$ cat src/rtl/sd_frame_loader.sv
// sd_frame_loader
// Streams bytes from an SD card reader into one of several image slots held
// in a pixel RAM, and hands a completed slot to the display at the next
// vertical blank.
//
// Ports
//   clk, rst_n     single rising-edge clock, asynchronous active-low reset
//   start          one-cycle load request; slot_sel is sampled with it
//   slot_sel       target slot for the load
//   abort          cancels a load in progress
//   in_data        byte from the SD reader, qualified by in_valid
//   in_valid       byte strobe (no backpressure)
//   frame_sync     vertical-blank pulse from the display
//   ram_addr       RAM write address (registered)
//   ram_data       RAM write data (registered)
//   ram_we         one-cycle RAM write strobe per completed pixel
//   busy           high while loading
//   done           one-cycle pulse when a slot has been fully loaded
//   err            sticky timeout / bad-slot flag, cleared by a valid start
//   loaded_mask    bit i set when slot i holds a complete image
//   display_slot   slot currently shown by the display

module sd_frame_loader #(
    parameter int PIX_W       = 16,
    parameter int ADDR_W      = 17,
    parameter int NUM_SLOTS   = 4,
    parameter int SLOT_PIXELS = 19200,
    parameter int MSB_FIRST   = 1,
    parameter int TIMEOUT_CYC = 1000000,
    localparam int SLOT_W     = (NUM_SLOTS > 1) ? $clog2(NUM_SLOTS) : 1
) (
    input  logic                 clk,
    input  logic                 rst_n,
    input  logic                 start,
    input  logic [SLOT_W-1:0]    slot_sel,
    input  logic                 abort,
    input  logic [7:0]           in_data,
    input  logic                 in_valid,
    input  logic                 frame_sync,
    output logic [ADDR_W-1:0]    ram_addr,
    output logic [PIX_W-1:0]     ram_data,
    output logic                 ram_we,
    output logic                 busy,
    output logic                 done,
    output logic                 err,
    output logic [NUM_SLOTS-1:0] loaded_mask,
    output logic [SLOT_W-1:0]    display_slot
);

    localparam int BPP    = PIX_W / 8;
    localparam int BIDX_W = (BPP > 1) ? $clog2(BPP) : 1;
    localparam int IDLE_W = $clog2(TIMEOUT_CYC + 1);

    typedef enum logic [1:0] {
        IDLE,
        LOAD,
        DONE,
        ERR
    } state_t;

    state_t              state;
    logic [SLOT_W-1:0]   slot_q;
    logic [ADDR_W-1:0]   base;
    logic [ADDR_W-1:0]   pix_cnt;
    logic [BIDX_W-1:0]   byte_idx;
    logic [PIX_W-1:0]    pix_acc;
    logic [IDLE_W-1:0]   idle_cnt;
    logic [SLOT_W-1:0]   pending_slot;
    logic                pending_valid;

    logic [PIX_W-1:0]    next_acc;
    logic                slot_ok;
    logic                last_byte;
    logic                last_pix;

    // Pixel assembly: with MSB_FIRST the accumulator shifts left so the first
    // byte ends up on top; otherwise it shifts right so the first byte ends
    // up at the bottom. After BPP bytes the whole register is the pixel.
    always_comb begin
        next_acc = '0;
        if (MSB_FIRST != 0) begin
            next_acc = (pix_acc << 8) | PIX_W'(in_data);
        end else begin
            next_acc = (pix_acc >> 8) | (PIX_W'(in_data) << (PIX_W - 8));
        end
        slot_ok   = 32'(slot_sel) < NUM_SLOTS;
        last_byte = (byte_idx == BIDX_W'(BPP - 1));
        last_pix  = (pix_cnt == ADDR_W'(SLOT_PIXELS - 1));
    end

    // Main controller. frame_sync is handled before the state case so that
    // the DONE branch, which publishes the new pending slot, overrides the
    // pending clear: a vblank coinciding with DONE consumes the old pending
    // state and the fresh slot waits for the following vblank.
    always_ff @(posedge clk or negedge rst_n) begin
        if (!rst_n) begin
            state         <= IDLE;
            slot_q        <= '0;
            base          <= '0;
            pix_cnt       <= '0;
            byte_idx      <= '0;
            pix_acc       <= '0;
            idle_cnt      <= '0;
            pending_slot  <= '0;
            pending_valid <= 1'b0;
            ram_addr      <= '0;
            ram_data      <= '0;
            ram_we        <= 1'b0;
            busy          <= 1'b0;
            done          <= 1'b0;
            err           <= 1'b0;
            loaded_mask   <= '0;
            display_slot  <= '0;
        end else begin
            ram_we <= 1'b0;
            done   <= 1'b0;

            if (frame_sync && pending_valid) begin
                display_slot  <= pending_slot;
                pending_valid <= 1'b0;
            end

            case (state)
                IDLE, ERR: begin
                    if (start) begin
                        if (slot_ok) begin
                            state                 <= LOAD;
                            busy                  <= 1'b1;
                            err                   <= 1'b0;
                            slot_q                <= slot_sel;
                            base                  <= ADDR_W'(slot_sel) * ADDR_W'(SLOT_PIXELS);
                            pix_cnt               <= '0;
                            byte_idx              <= '0;
                            pix_acc               <= '0;
                            idle_cnt              <= '0;
                            loaded_mask[slot_sel] <= 1'b0;
                        end else begin
                            state <= ERR;
                            err   <= 1'b1;
                        end
                    end
                end

                // Abort beats a simultaneous byte; a write already issued on
                // the previous edge still completes because ram_we is a
                // registered one-cycle pulse.
                LOAD: begin
                    if (abort) begin
                        state <= IDLE;
                        busy  <= 1'b0;
                    end else if (in_valid) begin
                        idle_cnt <= '0;
                        pix_acc  <= next_acc;
                        byte_idx <= last_byte ? '0 : byte_idx + 1'b1;
                        if (last_byte) begin
                            ram_we   <= 1'b1;
                            ram_addr <= base + pix_cnt;
                            ram_data <= next_acc;
                            pix_cnt  <= pix_cnt + 1'b1;
                            if (last_pix) begin
                                state               <= DONE;
                                busy                <= 1'b0;
                                done                <= 1'b1;
                                loaded_mask[slot_q] <= 1'b1;
                            end
                        end
                    end else if (idle_cnt == IDLE_W'(TIMEOUT_CYC - 1)) begin
                        state <= ERR;
                        busy  <= 1'b0;
                        err   <= 1'b1;
                    end else begin
                        idle_cnt <= idle_cnt + 1'b1;
                    end
                end

                DONE: begin
                    state         <= IDLE;
                    pending_slot  <= slot_q;
                    pending_valid <= 1'b1;
                end

                default: state <= IDLE;
            endcase
        end
    end

endmodule

$ cat config.mk
export PLATFORM = sky130hd
export DESIGN_NAME = sd_frame_loader
export DESIGN_NICKNAME = d
export VERILOG_FILES = /design/src/rtl/sd_frame_loader.sv
export SDC_FILE = /design/constraint.sdc
export NUM_CORES = 1
export LEC_CHECK = 0
export CORE_AREA = 2 2 101 103
export CTS_BUF_LIST = sky130_fd_sc_hd__clkbuf_2 sky130_fd_sc_hd__clkbuf_4 sky130_fd_sc_hd__clkbuf_8
export CTS_CLUSTER_SIZE = 10
export DETAILED_ROUTE_END_ITERATION = 10
export DIE_AREA = 0 0 103 105
export GPL_ROUTABILITY_DRIVEN = 0
export HOLD_SLACK_MARGIN = 0.05
export MAX_ROUTING_LAYER = met4
export PLACE_DENSITY_LB_ADDON = 0.25
export SETUP_SLACK_MARGIN = 0.5
export SYNTH_ARGS = -nofsm -noshare
export SYNTH_HDL_FRONTEND = slang
export SYNTH_SLANG_ARGS = --single-unit
export TNS_END_PERCENT = 100
$ cat constraint.sdc
create_clock -name clk -period 2 [get_ports clk]
set_input_delay 0.4 -clock clk [delete_from_list [all_inputs] [get_ports clk]]
set_output_delay 0.4 -clock clk [all_outputs]
set_load 0.005 [all_outputs]
==> impl_metrics.csv <==
group,metric,value,unit
clock_network,htree_levels,3,
pwr,ir_worst_vdd,833.2,µV
timing,setup_viol,14,
final_layout,fin_area,0.007656,mm²
synth,synth_most_common_cell,"nand2_1",
floorplanning,io_pins,59,
global_route,use_met3,4.615,%
floorplanning,rows,36,
synth,async_flop_share,100.0,%
clock_network,clockBufferDepth,2,
synth,seq_area_frac_synth,50.80,%
synth,ys_top_cells_by_count,"nand2_1 (116), dfrtp_1 (100), nor2_1 (36)",
synth,syn_area,0.004926,mm²
global_route,use_met1,34.99,%
route,first_pass_iters,5,
synth,synth_top_area_share,50.80,%
synth,ys.flop_type,"dfrtp_1",
final_layout,layout.nets,692,
timing,tns,-0.3566,ns
global_route,gr-total-overflow,0,
clock_network,clock_latency,0.39,ns
place,hpwl,7.749,mm
synth,synth-xor-area-share,4.089,%
critical_path,r2r_start,"idle_cnt[0]$_DFFE_PN0P_",
timing,layout_setup_ws,-0.07560,ns
global_route,track_usage,27.57,%
critical_path,rr_endpoint,"idle_cnt[10]$_DFFE_PN0P_",
timing,max_slew_margin,64.52,%
critical_path,rr_worst_depth,6,
place,pre_cts_ws,-0.2552,ns
synth,ys_warn_count,0,
global_route,grt_max_degree,101,
pwr,leakagePower,0.003576,µW
synth,avgSynthCellArea,9.852,µm²
floorplanning,core-area,0.009639,mm²
critical_path,crit_end,"idle_cnt[10]$_DFFE_PN0P_",
timing,period_minus_slack,2.076,ns
critical_path,cp-end-kind,"flop",
timing,max_freq,481.8,MHz
synth,synth_top_cells_by_area,"dfrtp_1 (51%), nand2_1 (8.8%), ha_1 (4.1%)",
run,cap_violations,0,
synth,synth_fa_ha_area_share,4.470,%
floorplanning,die-area,0.01082,mm²
clock_network,cts-root-buf,"clkbuf_8",
timing,drv_slew,0,
place,postPlaceCellArea,0.005993,mm²
critical_path,worst-setup-path-type,"reg -> reg",
critical_path,worst-r2r-setup-slack,-0.08,ns
critical_path,startpoint,"idle_cnt[0]$_DFFE_PN0P_",
synth,synthesis.nets,533,
outcome,status,"finished, violations left",
outcome,failed_checks,"setup timing",
route,drc_errors,0,
clock_network,clock_sinks,100,
synth,synth-edff-count,0,
global_route,antenna_found_initial,0,
timing,hold_violations,0,
timing,min_period_over_period,103.8,%
pwr,powerDensity,1205,mW/mm²
global_route,grt_pass1_vias,4626,
clock_network,cts_buffers,9,
final_layout,area_growth,55.42,%
critical_path,required,2.30,ns
route,dr.first_iter.drc_count,347,
synth,synthMuxAreaShare,2.286,%
clock_network,clk_pin_slew,0.12,ns
timing,clock_skew,0.01693,ns
route,final_antenna_net_count,0,
critical_path,critPathArrivalTime,2.38,ns
route,wirelength,15.76,mm
final_layout,drive_gt1_share,41.42,%
synth,ys_types,62,
place,io_buffers,58,
critical_path,path_max_fanout,5,
timing,worst_slew_pin_slew,0.5302,ns
route,wire_per_inst,19.78,µm
floorplanning,initial_utilization,51.10,%
global_route,grt_pass1_wl,22.75,mm
timing,rsz0062_at_grt,"true",
critical_path,crit_path_start_kind,"flop",
final_layout,postLayoutCoreUtil,79.43,%
floorplanning,die_x,103,µm
synth,synth-compound-area-share,11.79,%
final_layout,fillerInstances,562,
synth,synth_top_area_cell,"dfrtp_1",
route,vias,4724,
final_layout,antenna_cells,0,
synth,ys_seq_elements,100,
floorplanning,die_h,105,µm
global_route,met2_usage,44.29,%
route,post_drt_via_cell_ratio,5.927,
synth,synthSimpleGateAreaFrac,24.03,%
synth,postSynthCellCount,500,
clock_network,cts_tree,"done",
global_route,grt-busiest-layer,"met2",
synth,synth_top_family_by_area,"simple AND/OR/NAND/NOR gates",
min_path,holdCritPathClass,"in -> async",
## power by group
group | switching (µW) | leakage, µW | internal, µW | total (µW)
sequential | 444 | 0.00132 | 2560 | 3000
clock | 824 | 0.000102 | 498 | 1320
combinational | 2330 | 0.00215 | 2570 | 4900
## metal layers
layer / up-vias / part of all wire (%)
met5: - / 0
met4: 0 / 3.4
met3: 49 / 6.7
met2: 242 / 50
met1: 2362 / 40
li1: 2071 / -
## sequential cells by signal (all words and copies together) (netlist names)
register and count:
byte_idx 1, ram_addr 17, loaded_mask 4, slot_q 1, display_slot 2, pending_valid 1, pending_slot 2, idle_cnt 20
pix_acc 8, done 1, busy 1, ram_we 1, ram_data 16, err 1, state 2, pix_cnt 17
base 5
## timing repair
| item | CTS | global route |
|---|---|---|
| hold buffers | 0 | 0 |
| pin swaps | 32 | 72 |
| gates cloned | 6 | 4 |
| hold endpoints to repair | 0 | 0 |
| resized for setup | 149 | 130 |
| endpoints found under the setup margin | 136 | 94 |
| buffers inserted | 44 | 11 |
## cells in the final DEF, fill, tap and decap left out, types with 10 or more instances in the layout
| master | instances |
|---|---|
| buf_4 | 57 |
| buf_6 | 34 |
| clkdlybuf4s50_1 | 11 |
| dfrtp_1 | 91 |
| dlygate4sd2_1 | 38 |
| inv_1 | 11 |
| nand2_1 | 70 |
| nand2_2 | 28 |
| nand2_4 | 18 |
| nand4_1 | 13 |
| nor2_1 | 34 |
| o21ai_2 | 10 |
| xor2_1 | 15 |
## area by class of cell
cell class | count | area [µm²] | area share [%]
clock buffers | 9 | 123.9 | 1.618
multi-input cells | 371 | 3045 | 39.78
well taps | 133 | 166.4 | 2.174
repair buffers | 161 | 1632 | 21.31
inverters | 14 | 68.82 | 0.8988
repair inverters | 2 | 27.53 | 0.3595
clock inverters | 7 | 78.83 | 1.030
flip-flops and latches | 100 | 2514 | 32.83
## cells by family after synthesis
group / Yosys count
and+or+nand+nor: 240
DFF: 100
AOI/OAI and AO/OA: 80
buffers and inverters: 30
xor gates and xnor gates: 23
adders and majority gates: 17
muxes: 10
## how the worst min path moves through the flow
stage | slack (ns) | start | end
after floorplan | 0.10 | rst_n | base[11]$_DFFE_PN0P_
after global placement | 0.45 | pix_acc[4]$_DFFE_PN0P_ | ram_data[12]$_DFFE_PN0P_
after detailed placement | 0.45 | pix_acc[7]$_DFFE_PN0P_ | ram_data[15]$_DFFE_PN0P_
after CTS | 0.09 | rst_n | ram_data[13]$_DFFE_PN0P_
after global routing | 0.1 | rst_n | ram_data[5]$_DFFE_PN0P_
final | 0.05 | rst_n | ram_data[13]$_DFFE_PN0P_
## per-stage QoR
| stage | total power [µW] | std cells | hold slack [ns] |
|---|---|---|---|
| floorplan | 4566 | 500 | 0.1044 |
| global placement | 6153 | 716 | 0.4531 |
| detailed placement | 6254 | 716 | 0.4537 |
| CTS | 8281 | 782 | 0.08737 |
| global route | 9703 | 797 | 0.09765 |
| finish | 9226 | 797 | 0.05284 |
## critical path: stages (launching register included)
cell and delay [ns]:
dfrtp_1 0.42, ha_2 0.24, nand2_2 0.11, nor2_1 0.45, o211ai_4 0.19, or4_1 0.50
o21ai_1 0.09
Note: power is estimated with default switching activity, not from simulation.
